==> src/rtl/cpu_clk_ctrl_if.sv <==
// cpu_clk_ctrl_if
// Groups the run-control, breakpoint and status signals that pass between
// the CPU clock/run controller and the CPU plus its debug host.
//
// Parameters:
//   RATIO  clk cycles per CPU cycle (sets the width of phase)
//   PC_W   width of pc and bp_addr
//   CNT_W  width of cyc_cnt
//
// Signals (directions as seen by the controller, modport slave):
//   run      in   level, 1 = free-run, 0 = halt at the next CPU-cycle boundary
//   step     in   pulse, request one CPU cycle while halted
//   bp_en    in   breakpoint enable
//   bp_addr  in   breakpoint PC
//   pc       in   current CPU PC
//   cpu_rst  out  stretched reset to the CPU datapath
//   cpu_ce   out  CPU commit enable (single clk cycle)
//   phase    out  position within the CPU cycle
//   halted   out  controller is in HALT
//   bp_hit   out  sticky breakpoint flag
//   cyc_cnt  out  CPU cycles committed
//   state    out  RESET=0, HALT=1, RUN=2
interface cpu_clk_ctrl_if #(
    parameter int RATIO = 4,
    parameter int PC_W  = 32,
    parameter int CNT_W = 32
);
    localparam int PH_W = (RATIO > 1) ? $clog2(RATIO) : 1;

    logic             run;
    logic             step;
    logic             bp_en;
    logic [PC_W-1:0]  bp_addr;
    logic [PC_W-1:0]  pc;
    logic             cpu_rst;
    logic             cpu_ce;
    logic [PH_W-1:0]  phase;
    logic             halted;
    logic             bp_hit;
    logic [CNT_W-1:0] cyc_cnt;
    logic [1:0]       state;

    // The controller side
    modport slave (
        input  run, step, bp_en, bp_addr, pc,
        output cpu_rst, cpu_ce, phase, halted, bp_hit, cyc_cnt, state
    );

    // The CPU / debug host side
    modport master (
        output run, step, bp_en, bp_addr, pc,
        input  cpu_rst, cpu_ce, phase, halted, bp_hit, cyc_cnt, state
    );
endinterface

==> src/rtl/cpu_clk_ctrl.sv <==
// cpu_clk_ctrl
// Clock-enable, reset and run-control block for the single-cycle CPU. The
// whole CPU runs on the memory-rate clock; this block divides it into CPU
// cycles of RATIO clks and grants a one-clk commit enable at the last clk of
// a CPU cycle (the boundary). It also stretches the CPU reset, and provides
// run/halt, single-step, a PC breakpoint and a committed-cycle counter.
//
// Parameters:
//   RATIO       clk cycles per CPU cycle (>= 2)
//   RST_CYCLES  CPU cycles that cpu_rst stays high after rst deasserts (>= 1)
//   PC_W        PC / breakpoint width
//   CNT_W       cycle counter width
//
// Ports:
//   clk  single clock, all logic on the rising edge
//   rst  asynchronous active-high reset
//   bus  cpu_clk_ctrl_if.slave (run, step, bp_en, bp_addr, pc in;
//        cpu_rst, cpu_ce, phase, halted, bp_hit, cyc_cnt, state out)
module cpu_clk_ctrl #(
    parameter int RATIO      = 4,
    parameter int RST_CYCLES = 2,
    parameter int PC_W       = 32,
    parameter int CNT_W      = 32
) (
    input  logic          clk,
    input  logic          rst,
    cpu_clk_ctrl_if.slave bus
);
    localparam int PH_W = (RATIO > 1) ? $clog2(RATIO) : 1;
    localparam int RC_W = $clog2(RST_CYCLES + 1);
    localparam logic [PH_W-1:0] PH_LAST = PH_W'(RATIO - 1);
    localparam logic [RC_W-1:0] RC_LAST = RC_W'(RST_CYCLES - 1);

    typedef enum logic [1:0] {
        ST_RESET = 2'd0,
        ST_HALT  = 2'd1,
        ST_RUN   = 2'd2
    } state_t;

    state_t           state_q;
    state_t           state_d;
    logic [PH_W-1:0]  phase_q;
    logic [RC_W-1:0]  rst_cnt_q;
    logic             step_pend_q;
    logic             resume_q;
    logic             cpu_rst_q;
    logic             halted_q;
    logic             bp_hit_q;
    logic [CNT_W-1:0] cyc_cnt_q;

    logic             boundary;
    logic             bp_match;
    logic             commit;
    logic             bp_stop;
    logic             leave_reset;
    logic             set_resume;
    logic [PC_W-1:0]  pc_s;
    logic [PC_W-1:0]  bp_addr_s;

    assign pc_s      = bus.pc;
    assign bp_addr_s = bus.bp_addr;

    assign boundary = (phase_q == PH_LAST);

    // The first RUN boundary after leaving HALT ignores the breakpoint so
    // execution can move past the PC it stopped on.
    assign bp_match = bus.bp_en && (pc_s == bp_addr_s) && !resume_q;

    // Phase counter: free-running in every state, only rst restarts it.
    always_ff @(posedge clk or posedge rst) begin
        if (rst) begin
            phase_q <= '0;
        end else if (boundary) begin
            phase_q <= '0;
        end else begin
            phase_q <= phase_q + 1'b1;
        end
    end

    // State register of the run-control FSM.
    always_ff @(posedge clk or posedge rst) begin
        if (rst) begin
            state_q <= ST_RESET;
        end else begin
            state_q <= state_d;
        end
    end

    // Next-state and commit decision. Everything is decided only in the
    // boundary cycle, so run/pc/bp_* are effectively sampled there. In HALT a
    // step (pending or arriving right now) wins over run.
    always_comb begin
        state_d     = state_q;
        commit      = 1'b0;
        bp_stop     = 1'b0;
        leave_reset = 1'b0;
        set_resume  = 1'b0;
        if (boundary) begin
            case (state_q)
                ST_RESET: begin
                    if (rst_cnt_q == RC_LAST) begin
                        leave_reset = 1'b1;
                        state_d     = bus.run ? ST_RUN : ST_HALT;
                    end
                end
                ST_RUN: begin
                    if (!bus.run) begin
                        state_d = ST_HALT;
                    end else if (bp_match) begin
                        bp_stop = 1'b1;
                        state_d = ST_HALT;
                    end else begin
                        commit = 1'b1;
                    end
                end
                ST_HALT: begin
                    if (step_pend_q || bus.step) begin
                        commit = 1'b1;
                    end else if (bus.run) begin
                        state_d    = ST_RUN;
                        set_resume = 1'b1;
                    end
                end
                default: begin
                    state_d = ST_RESET;
                end
            endcase
        end
    end

    // Reset stretcher: counts boundaries spent in RESET and drops cpu_rst on
    // the boundary that leaves RESET. Only rst can bring the FSM back here.
    always_ff @(posedge clk or posedge rst) begin
        if (rst) begin
            rst_cnt_q <= '0;
            cpu_rst_q <= 1'b1;
        end else begin
            if (state_q == ST_RESET && boundary) begin
                rst_cnt_q <= leave_reset ? '0 : rst_cnt_q + 1'b1;
            end
            if (leave_reset) begin
                cpu_rst_q <= 1'b0;
            end
        end
    end

    // Step request latch. Pulses are only remembered while halted and any
    // number of them within one CPU cycle collapse into one request. At a
    // HALT boundary a pending or live step is always consumed by a commit,
    // so the latch can simply clear on every boundary.
    always_ff @(posedge clk or posedge rst) begin
        if (rst) begin
            step_pend_q <= 1'b0;
        end else begin
            step_pend_q <= (state_q == ST_HALT) && !boundary &&
                           (step_pend_q || bus.step);
        end
    end

    // Resume flag lives from the HALT->RUN boundary to the next RUN boundary.
    always_ff @(posedge clk or posedge rst) begin
        if (rst) begin
            resume_q <= 1'b0;
        end else if (state_q == ST_RUN && boundary) begin
            resume_q <= 1'b0;
        end else if (set_resume) begin
            resume_q <= 1'b1;
        end
    end

    // Commit bookkeeping and status flags. A commit always clears a sticky
    // breakpoint hit, since the CPU has moved on from the halting PC.
    always_ff @(posedge clk or posedge rst) begin
        if (rst) begin
            cyc_cnt_q <= '0;
            bp_hit_q  <= 1'b0;
            halted_q  <= 1'b0;
        end else begin
            if (commit) begin
                cyc_cnt_q <= cyc_cnt_q + 1'b1;
                bp_hit_q  <= 1'b0;
            end else if (bp_stop) begin
                bp_hit_q  <= 1'b1;
            end
            halted_q <= (state_d == ST_HALT);
        end
    end

    assign bus.cpu_ce  = commit;
    assign bus.cpu_rst = cpu_rst_q;
    assign bus.phase   = phase_q;
    assign bus.halted  = halted_q;
    assign bus.bp_hit  = bp_hit_q;
    assign bus.cyc_cnt = cyc_cnt_q;
    assign bus.state   = state_q;
endmodule

==> src/flat_wrapper.sv <==
// flat-port wrapper written by rule: the top's interface ports become plain ports
module cpu_clk_ctrl_flat 
#(
    parameter int RATIO      = 4,
    parameter int RST_CYCLES = 2,
    parameter int PC_W       = 32,
    parameter int CNT_W      = 32
)
  (clk, rst, bus_run, bus_step, bus_bp_en, bus_bp_addr, bus_pc, bus_cpu_rst, bus_cpu_ce, bus_phase, bus_halted, bus_bp_hit, bus_cyc_cnt, bus_state);
  cpu_clk_ctrl_if #(.RATIO(RATIO), .PC_W(PC_W), .CNT_W(CNT_W)) bus_i ();
  input  logic clk;
  input  logic rst;
  input wire logic [$bits(bus_i.run)-1:0] bus_run;
  input wire logic [$bits(bus_i.step)-1:0] bus_step;
  input wire logic [$bits(bus_i.bp_en)-1:0] bus_bp_en;
  input wire logic [$bits(bus_i.bp_addr)-1:0] bus_bp_addr;
  input wire logic [$bits(bus_i.pc)-1:0] bus_pc;
  output wire logic [$bits(bus_i.cpu_rst)-1:0] bus_cpu_rst;
  output wire logic [$bits(bus_i.cpu_ce)-1:0] bus_cpu_ce;
  output wire logic [$bits(bus_i.phase)-1:0] bus_phase;
  output wire logic [$bits(bus_i.halted)-1:0] bus_halted;
  output wire logic [$bits(bus_i.bp_hit)-1:0] bus_bp_hit;
  output wire logic [$bits(bus_i.cyc_cnt)-1:0] bus_cyc_cnt;
  output wire logic [$bits(bus_i.state)-1:0] bus_state;
  assign bus_i.run = bus_run;
  assign bus_i.step = bus_step;
  assign bus_i.bp_en = bus_bp_en;
  assign bus_i.bp_addr = bus_bp_addr;
  assign bus_i.pc = bus_pc;
  assign bus_cpu_rst = bus_i.cpu_rst;
  assign bus_cpu_ce = bus_i.cpu_ce;
  assign bus_phase = bus_i.phase;
  assign bus_halted = bus_i.halted;
  assign bus_bp_hit = bus_i.bp_hit;
  assign bus_cyc_cnt = bus_i.cyc_cnt;
  assign bus_state = bus_i.state;
  cpu_clk_ctrl #(.RATIO(RATIO), .RST_CYCLES(RST_CYCLES), .PC_W(PC_W), .CNT_W(CNT_W)) u_core (.clk(clk), .rst(rst), .bus(bus_i));
endmodule
==> config.mk <==
export PLATFORM = sky130hd
export DESIGN_NAME = cpu_clk_ctrl_flat
export DESIGN_NICKNAME = d
export VERILOG_FILES = /design/src/rtl/cpu_clk_ctrl_if.sv /design/src/rtl/cpu_clk_ctrl.sv /design/src/flat_wrapper.sv
export SDC_FILE = /design/constraint.sdc
export NUM_CORES = 1
export LEC_CHECK = 0
export BUFFER_PORTS_ARGS = -buffer_cell sky130_fd_sc_hd__buf_4
export CORE_MARGIN = 2
export CORE_UTILIZATION = 45
export CTS_BUF_LIST = sky130_fd_sc_hd__clkbuf_2 sky130_fd_sc_hd__clkbuf_4 sky130_fd_sc_hd__clkbuf_8
export DETAILED_ROUTE_END_ITERATION = 6
export PLACE_DENSITY = 0.79
export SETUP_SLACK_MARGIN = 0.15
export SLEW_MARGIN = 0
export SYNTH_ARGS = -nofsm -noshare
export SYNTH_HDL_FRONTEND = slang
export SYNTH_SLANG_ARGS = --single-unit
==> constraint.sdc <==
create_clock -name clk -period 2.9 [get_ports clk]
set_input_delay 0.87 -clock clk [delete_from_list [all_inputs] [get_ports clk]]
set_output_delay 0.87 -clock clk [all_outputs]
set_load 0.03 [all_outputs]
==> results of run 1 <==
==> per-layer routing <==
metal  vias to the layer above  track usage (%)
met5                         -                0
met4                         0             8.45
met3                        15             3.62
met2                        60             37.6
met1                      1113             27.2
li1                       1156                -
==> synthesized netlist by cell type (3+ instances only) <==
library cell	number
a21oi_1	4
and2_1	3
and3_1	5
and4_1	6
clkbuf_1	4
dfrtp_1	42
ha_1	7
inv_1	13
nand2_1	24
nand3_1	11
nand4_1	14
nor2_1	17
nor3_1	7
nor4_1	3
o21ai_0	5
xnor2_1	47
xor2_1	14
==> logic make-up (layout without fill, tap and decap cells) <==
family / after synthesis / after routing / synth area share (%)
simple gates: 101 / 101 / 21.7
mux: 1 / 1 / 0.437
fa+ha+maj: 7 / 7 / 3.40
xor+xnor: 61 / 61 / 20.7
flops: 43 / 43 / 41.8
compound gates: 28 / 28 / 8.30
buf+inv: 21 / 143 / 3.69
==> power by group through the flow <==
stage | clock [mW] | combinational, mW | sequential [mW]
final | 0.472 | 0.501 | 0.690
after detailed placement | 0 | 0.471 | 0.703
after global routing | 0.509 | 0.555 | 0.698
after floorplan | 0 | 0.241 | 0.743
after CTS | 0.478 | 0.492 | 0.692
after global placement | 0 | 0.464 | 0.700
==> registers in the layout, summed over array words and instances (netlist names) <==
| signal | cells |
|---|---|
| u_core.bus.cyc_cnt | 32 |
| u_core.bus.phase | 2 |
| u_core.bus.state | 2 |
| u_core.rst_cnt_q | 2 |
| u_core.bus.bp_hit | 1 |
| u_core.bus.cpu_rst | 1 |
| u_core.bus.halted | 1 |
| u_core.resume_q | 1 |
| u_core.step_pend_q | 1 |
==> final cells by class <==
cell class,count,area share [%]
clock buffer,5,1.79
clock inverter,3,1.14
inverter,14,1.69
multi-input combinational,198,40.5
sequential,43,28.1
tap,72,2.35
timing repair buffer,121,24.4
==> path summary, 6_finish.rpt <==
check / to / depth (start not counted)
setup / recovery: bus_cpu_ce / 7
hold / removal: u_core.bus.cpu_rst / 2
setup reg to reg: u_core.bus.cyc_cnt[1] / 7
hold reg to reg: u_core.bus.cpu_rst / 2
max in group asynchronous: u_core.bus.cpu_rst / 3
min in group asynchronous: u_core.bus.cyc_cnt[1] / 3
==> worst reg2reg max path, cell delays in order (launching register included) <==
cell and delay, ps:
dfrtp_1 430, inv_1 120, ha_1 340, nand2_1 130, nand2_1 90, o2111a_2 240
buf_4 290, mux2_2 370
==> repair_timing <==
item                                    CTS  global route
resized for setup                        18             6
hold endpoints to repair                  0             0
setup buffers                             0             0
cloned                                    0             0
pin swaps                                11             3
endpoints found under the setup margin    1             1
==> impl_metrics.csv, run 1 <==
group,metric,value,unit
global_routing,grt_first_pass_wirelength,10800,um
sta,unrepaired_setup_endpoints_after_global_routing,"true",
clock_network,clk_root_buffer_cell,"clkbuf_8",
worst_setup_path,critical_setup_path_kind,"primary input to primary output",
cells_and_area,diodes,0,
drt,via_per_instance_ratio,5.14,
synth,synthCells,262,
clock_network,h-tree-depth,2,
synth,post_synth.cell_area_avg,9.84,sq um
cells_and_area,layout-drive-gt1-share,41.4,%
floorplanning,floorplan_die_height,79.7,um
sta,period_needed,3100,ps
synth,ys_warn_count,0,
cells_and_area,layout_common_cells,"buf_4, dfrtp_1, xnor2_1, nand2_1, nor2_1",
power,finalPower,1.66,mW
global_routing,grt_antenna_before_repair,0,
floorplanning,core_area,5510,sq um
floorplanning,placementRows,27,
worst_setup_path,r2r_setup_slack,790,ps
place,finalWeightedCongestion,0.829,
worst_setup_path,cpMaxStageDelayCell,"nor4_4",
worst_setup_path,critPathRequiredTime,2030,ps
global_routing,grt_max_degree,44,
worst_setup_path,crit_path_end_kind,"primary output",
worst_setup_path,timing.critical_path.arrival,2230,ps
synth,netlist-cell-type-count,47,
power,switching_portion_of_total_power,31.2,%
cells_and_area,area.growth.synth_to_final,49.0,%
status,violations,"setup timing",
synth,part_of_the_yosys_area_used_for_sequential_elements,41.8,%
floorplanning,die_width,79.7,um
place,numPlacedInstances,448,
clock_network,cts-buffers-inserted,5,
sta,worst_pin_slew,549,ps
synth,syn-num-nets,338,
drt,route.met3.wl,240,um
sta,finalHoldWorstSlack,440,ps
place,io_buffers,108,
global_routing,grt_usage,21.8,%
synth,synth-async-reset-ratio,100,%
worst_setup_path,crit_chain,"buf_4 > xnor2_2 > nand4_1 > nor4_4 > nand4_2 > o2111a_2 > buf_6",
power,internal_power,1.14,mW
clock_network,clk-insertion-delay-late,300,ps
floorplanning,initial_util,46.8,%
drt,via_count,2344,
power,clkPwrFrac,28.4,%
power,power.share.combinational,30.1,%
power,power.static_leakage,1.90,nW
cells_and_area,area_occupied_by_multi_input_gates,1560,sq um
drt,post-route-drc-count,0,
worst_setup_path,worstPathMaxFanout,2,
clock_network,cts_buffer_depth,2,
synth,synth_largest_area_cell,"dfrtp_1",
place,pre_cts_setup_slack,-275,ps
cells_and_area,seq_area,1080,sq um
synth,post-synth-top-area-fraction,40.8,%
cells_and_area,n_fill_cell,430,
floorplanning,io-pin-count,109,
place,placed_area,3580,sq um
drt,ant_nets,0,
worst_setup_path,critical_path.startpoint,"bus_bp_addr[23]",
sta,setup-tns-final,-198,ps
synth,synth_top_cells_by_area,"dfrtp_1, xnor2_1, xor2_1, nand2_1, ha_1",
cells_and_area,fin_util,69.7,%
cells_and_area,commonest_non_fill_non_tap_cell_in_the_layout,"buf_4",
place,place_hpwl,5010,um
drt,met2WireLength,3560,um
sta,maxSlewHeadroom,63.4,%
floorplanning,floorplan.die_area,6350,sq um
synth,synth_enable_flop_cells,0,
power,seq_power_share,41.5,%
worst_setup_path,critical-path-top-delay-family,"simple AND/OR/NAND/NOR gates",
synth,synth_flop_cell,"dfrtp_1",
clock_network,post_cts_hold_buffer_count,0,
worst_setup_path,bufs_and_invs_on_worst_path,2,
drt,drt_wl_total,6710,um
sta,setup_ws,-198,ps
worst_setup_path,timing.critical_path.slowest_cell_delay,320,ps
worst_hold_path,hold_start,"u_core.bus.cpu_rst",
drt,wire_per_inst,14.7,um
clock_network,clock_tree_from_tritoncts,"done",
cells_and_area,layoutNonFillerInstCount,456,
worst_hold_path,hold_class,"flop to flop",
clock_network,post_cts_clock_slew_at_the_launch_and_capture_registers_of_the_worst_setup_and_hold_paths,80,ps
worst_setup_path,r2r_start,"u_core.bus.state[0]",
drt,initialDrtViolationCount,101,
sta,finalHoldViolations,0,
drt,firstDrtPassIters,4,
power,power_switching,519,uW
drt,met1Wirelength,2760,um
cells_and_area,final_cell_area,3840,sq um
power,power.density,433,nW/um^2
clock_network,cts_sinks,43,
global_routing,grt_pass1_vias,2336,
synth,yosys_register_bits,43,
sta,setup_violators_final,1,
sta,finalClockSkew,6.06,ps
cells_and_area,fin_nets,459,
status,run_status,"complete, but fails checks",
job,max-cap-violations,0,
global_routing,grt_remaining_overflow,0,
synth,netlist_area,2580,sq um
worst_setup_path,critPathLaunchType,"primary input",
sta,max_freq,323,MHz
power,power.ir.vdd_worst,0.000448,V
drt,topRoutingLayerUsed,"met4",
sta,finalCritPeriodShare,107,%
sta,finalMaxSlewViolations,0,
Note: power is estimated with default switching activity, not from simulation.
==> run 2: changes to the inputs <==
--- a/config.mk
+++ b/config.mk
@@ -7,10 +7,10 @@
 export LEC_CHECK = 0
 export BUFFER_PORTS_ARGS = -buffer_cell sky130_fd_sc_hd__buf_4
 export CORE_MARGIN = 2
-export CORE_UTILIZATION = 45
+export CORE_UTILIZATION = 50
 export CTS_BUF_LIST = sky130_fd_sc_hd__clkbuf_2 sky130_fd_sc_hd__clkbuf_4 sky130_fd_sc_hd__clkbuf_8
 export DETAILED_ROUTE_END_ITERATION = 6
-export PLACE_DENSITY = 0.79
+export PLACE_DENSITY = 0.83
 export SETUP_SLACK_MARGIN = 0.15
 export SLEW_MARGIN = 0
 export SYNTH_ARGS = -nofsm -noshare
==> constraint.sdc (replaced) <==
create_clock -name clk -period 3.4 [get_ports clk]
set_input_delay 1.02 -clock clk [delete_from_list [all_inputs] [get_ports clk]]
set_output_delay 1.02 -clock clk [all_outputs]
set_load 0.03 [all_outputs]
==> impl_metrics.csv, run 2 (synthesis results as in run 1) <==
group,metric,value,unit
cells_and_area,area_occupied_by_multi_input_gates,1570,sq um
cells_and_area,layout-drive-gt1-share,40.5,%
sta,finalClockSkew,10.9,ps
drt,via_per_instance_ratio,5.24,
clock_network,h-tree-depth,2,
floorplanning,placementRows,26,
sta,unrepaired_setup_endpoints_after_global_routing,"true",
cells_and_area,fin_nets,451,
cells_and_area,seq_area,1080,sq um
clock_network,cts_sinks,43,
sta,period_needed,3420,ps
clock_network,clk-insertion-delay-late,310,ps
drt,initialDrtViolationCount,139,
power,finalPower,1.34,mW
drt,wire_per_inst,15.3,um
global_routing,grt_first_pass_wirelength,10700,um
cells_and_area,commonest_non_fill_non_tap_cell_in_the_layout,"buf_4",
worst_setup_path,crit_path_end_kind,"primary output",
place,pre_cts_setup_slack,-92.6,ps
worst_setup_path,critical_setup_path_kind,"primary input to primary output",
global_routing,grt_remaining_overflow,0,
drt,ant_nets,0,
job,max-cap-violations,0,
clock_network,cts_buffer_depth,2,
sta,worst_pin_slew,534,ps
worst_setup_path,timing.critical_path.arrival,2400,ps
drt,via_count,2333,
sta,finalMaxSlewViolations,0,
cells_and_area,layout_common_cells,"buf_4, dfrtp_1, xnor2_1, nand2_1",
global_routing,grt_pass1_vias,2236,
place,io_buffers,108,
worst_hold_path,hold_class,"flop to flop",
clock_network,post_cts_hold_buffer_count,0,
global_routing,grt_antenna_before_repair,0,
floorplanning,initial_util,51.1,%
floorplanning,io-pin-count,109,
clock_network,clk_root_buffer_cell,"clkbuf_8",
power,power.density,353,nW/um^2
place,finalWeightedCongestion,0.919,
global_routing,grt_usage,24.9,%
clock_network,post_cts_clock_slew_at_the_launch_and_capture_registers_of_the_worst_setup_and_hold_paths,80,ps
place,place_hpwl,4980,um
cells_and_area,n_fill_cell,354,
power,power.ir.vdd_worst,0.000477,V
status,violations,"setup timing",
worst_setup_path,r2r_setup_slack,1250,ps
floorplanning,floorplan.die_area,5740,sq um
worst_setup_path,r2r_start,"u_core.bus.state[0]",
sta,maxSlewHeadroom,64.4,%
floorplanning,die_width,75.8,um
worst_setup_path,critPathRequiredTime,2380,ps
drt,firstDrtPassIters,4,
global_routing,grt_max_degree,44,
sta,finalCritPeriodShare,101,%
worst_hold_path,hold_start,"u_core.bus.cpu_rst",
cells_and_area,area.growth.synth_to_final,46.9,%
worst_setup_path,critPathLaunchType,"primary input",
sta,max_freq,292,MHz
clock_network,cts_setup_buffers,0,
floorplanning,core_area,5040,sq um
clock_network,cts-buffers-inserted,5,
cells_and_area,largest_register_ff_count,32,
power,power.static_leakage,1.86,nW
sta,setup_ws,-25.0,ps
cells_and_area,diodes,0,
floorplanning,floorplan_die_height,75.8,um
clock_network,clock_tree_from_tritoncts,"done",
sta,finalHoldViolations,0,
worst_setup_path,worstPathMaxFanout,2,
drt,drt_wl_total,6820,um
status,run_status,"complete, but fails checks",
place,placed_area,3510,sq um
drt,post-route-drc-count,0,
sta,setup_violators_final,1,
cells_and_area,final_cell_area,3790,sq um
worst_setup_path,critical_path.startpoint,"bus_bp_addr[26]",
## run 2: layer usage
layer	track usage, %	share of wire (%)
met5	0	0
met4	9.94	2.8
met3	4.50	3.2
met2	40.9	52
met1	32.5	42
## run 2: what timing repair did
action	in CTS	in global routing
endpoints found under the setup margin	1	1
pin swaps	14	7
resized for setup	23	10
hold endpoints to repair	0	0
## run 2: critical path: stages
cell,delay (ps)
buf_4,120
xnor2_2,150
nand4_1,180
nor4_4,340
nand4_2,140
o2111a_2,320
buf_6,140
## run 2: worst paths after layout
| kind | to | cells after the start |
|---|---|---|
| worst max-delay path | bus_cpu_ce | 7 |
| max in group asynchronous | u_core.bus.cpu_rst | 3 |
| min in group asynchronous | u_core.bus.cyc_cnt[17] | 3 |
| worst max register to register | u_core.bus.cyc_cnt[1] | 7 |
| worst min register to register | u_core.bus.cpu_rst | 2 |
| worst min-delay path | u_core.bus.cpu_rst | 2 |
## run 2: final cells by class
type	instances	share of cell area, %
multi-input combinational	198	41.5
sequential	43	28.4
timing repair buffer	113	23.9
tap	70	2.31
clock buffer	5	1.82
inverter	14	1.72
clock inverter	2	0.363
## run 2: through the flow
stage,TNS [ps],instances,hold slack (ps),utilization [%]
2_1_floorplan,0,262,449,-
3_3_place_gp,-56.9,438,429,69.7
3_5_place_dp,-92.6,438,430,69.7
4_1_cts,0,445,443,73.9
5_1_grt,-117,445,464,75.1
6_report,-25.0,445,441,75.1
## run 2: power by group
part | total, mW | switching (mW) | internal (mW)
clock | 0.318 | 0.177 | 0.140
sequential | 0.590 | 0.0395 | 0.551
combinational | 0.429 | 0.223 | 0.206
total | 1.34 | 0.440 | 0.897
==> run 3: changes to the inputs <==
--- a/config.mk
+++ b/config.mk
@@ -7,10 +7,10 @@
 export LEC_CHECK = 0
 export BUFFER_PORTS_ARGS = -buffer_cell sky130_fd_sc_hd__buf_4
 export CORE_MARGIN = 2
-export CORE_UTILIZATION = 50
+export CORE_UTILIZATION = 40
 export CTS_BUF_LIST = sky130_fd_sc_hd__clkbuf_2 sky130_fd_sc_hd__clkbuf_4 sky130_fd_sc_hd__clkbuf_8
 export DETAILED_ROUTE_END_ITERATION = 6
-export PLACE_DENSITY = 0.83
+export PLACE_DENSITY = 0.69
 export SETUP_SLACK_MARGIN = 0.15
 export SLEW_MARGIN = 0
 export SYNTH_ARGS = -nofsm -noshare
==> impl_metrics.csv, run 3 (synthesis results as in run 1) <==
group,metric,value,unit
floorplanning,placementRows,29,
power,finalPower,1.35,mW
status,violations,"setup timing",
clock_network,post_cts_hold_buffer_count,0,
worst_setup_path,crit_path_frequent_cell,"buf_6",
clock_network,h-tree-depth,2,
worst_setup_path,crit_path_end_kind,"primary output",
cells_and_area,largest_register_ff_count,32,
worst_hold_path,hold_class,"flop to flop",
status,run_status,"complete, but fails checks",
sta,finalCritPeriodShare,101,%
sta,worst_pin_slew,966,ps
global_routing,grt_max_degree,28,
power,power.ir.vdd_worst,0.000297,V
floorplanning,io-pin-count,109,
global_routing,grt_remaining_overflow,0,
sta,period_needed,3430,ps
drt,firstDrtPassIters,4,
sta,finalHoldViolations,0,
drt,post-route-drc-count,0,
global_routing,grt_first_pass_wirelength,11000,um
drt,drt_wl_total,6690,um
clock_network,clk-insertion-delay-late,290,ps
worst_setup_path,critPathRequiredTime,2380,ps
floorplanning,die_width,84.3,um
clock_network,cts_setup_buffers,0,
worst_setup_path,critical_setup_path_kind,"primary input to primary output",
global_routing,grt_usage,19.2,%
global_routing,grt_pass1_vias,2319,
sta,finalClockSkew,4.15,ps
drt,via_count,2337,
cells_and_area,area.growth.synth_to_final,47.8,%
clock_network,clk_root_buffer_cell,"clkbuf_8",
worst_setup_path,timing.critical_path.slowest_cell_delay,350,ps
worst_setup_path,critPathLaunchType,"primary input",
clock_network,cts_buffer_depth,2,
floorplanning,floorplan.die_area,7100,sq um
worst_setup_path,worstPathMaxFanout,2,
cells_and_area,seq_area,1080,sq um
power,power.density,355,nW/um^2
sta,unrepaired_setup_endpoints_after_global_routing,"true",
sta,setup-tns-final,-28.4,ps
power,power.static_leakage,1.86,nW
worst_setup_path,critical-path-top-delay-family,"simple AND/OR/NAND/NOR gates",
drt,via_per_instance_ratio,5.11,
clock_network,post_cts_clock_slew_at_the_launch_and_capture_registers_of_the_worst_setup_and_hold_paths,80,ps
sta,setup_violators_final,1,
sta,setup_ws,-28.4,ps
place,io_buffers,108,
cells_and_area,area_occupied_by_multi_input_gates,1560,sq um
floorplanning,floorplan_die_height,84.3,um
place,place_hpwl,5050,um
place,finalWeightedCongestion,0.759,
sta,max_freq,292,MHz
worst_setup_path,cpMaxStageDelayCell,"nor4_4",
drt,initialDrtViolationCount,55,
cells_and_area,fin_nets,455,
clock_network,clock_tree_from_tritoncts,"done",
worst_setup_path,crit_chain,"buf_6 > xnor2_2 > nand4_1 > nor4_4 > nand4_2 > o2111a_2 > buf_6",
drt,wire_per_inst,14.6,um
global_routing,grt_antenna_before_repair,0,
clock_network,cts_sinks,43,
cells_and_area,n_fill_cell,534,
sta,finalMaxSlewViolations,0,
floorplanning,core_area,6280,sq um
job,max-cap-violations,0,
cells_and_area,commonest_non_fill_non_tap_cell_in_the_layout,"buf_4",
floorplanning,initial_util,41.1,%
sta,maxSlewHeadroom,35.2,%
drt,ant_nets,0,
clock_network,cts-buffers-inserted,5,
cells_and_area,diodes,0,
worst_setup_path,bufs_and_invs_on_worst_path,2,
worst_setup_path,timing.critical_path.arrival,2410,ps
cells_and_area,layout-drive-gt1-share,40.8,%
cells_and_area,layout_common_cells,"buf_4, dfrtp_1, xnor2_1, nand2_1, nor2_1",
-- run 3: repair_timing --
item	in CTS	in global routing
gates resized for setup	20	9
gates cloned	0	0
endpoints found under the setup margin	1	1
pin swaps	14	9
-- run 3: layout make-up --
type	instances	area share, %
multi-input combinational	198	40.8
sequential	43	28.3
timing repair buffer	117	24.3
tap	77	2.53
clock buffer	6	2.00
inverter	14	1.71
clock inverter	2	0.328
-- run 3: path summary, 6_finish.rpt --
kind | from | to | slack, ps | cells past startpoint
max in group asynchronous | rst | u_core.bus.cpu_rst | 1820 | 3
min in group asynchronous | rst | u_core.bus.cyc_cnt[31] | 830 | 2
setup reg to reg | u_core.bus.state[0] | u_core.bus.cyc_cnt[1] | 1220 | 7
hold reg to reg | u_core.bus.cpu_rst | u_core.bus.cpu_rst | 440 | 2
setup / recovery | bus_pc[28] | bus_cpu_ce | -30 | 7
hold / removal | u_core.bus.cpu_rst | u_core.bus.cpu_rst | 440 | 2
-- run 3: metrics by stage --
stage	hold slack, ps	setup slack, ps	util, %	instance area (sq um)	cells
floorplan	449	104	-	2620	262
global placement	431	-107	56.6	3550	449
detailed placement	431	-124	56.6	3550	449
CTS	443	-7.08	59.8	3750	457
global route	452	-106	60.7	3810	457
finish	442	-28.4	60.7	3810	457
-- run 3: power breakdown --
group          internal [mW]  switching [mW]  leakage (nW)  total (mW)
Clock                  0.152           0.175        0.0446       0.327
Combinational          0.207           0.227          1.23       0.434
Sequential             0.551          0.0400         0.585       0.591
-- run 3: worst register-to-register path: stages, from the launching register on --
cell and delay (ps):
dfrtp_1 440, inv_1 130, ha_1 350, nand2_1 140, nand2_1 100, o2111a_2 240, buf_4 300, mux2_2 380
-- run 3: routing by layer --
metal | GRT usage, % | routed length [um]
met5 | 0 | 0
met4 | 6.30 | 120
met3 | 2.75 | 235
met2 | 33.6 | 3550
met1 | 24.3 | 2780
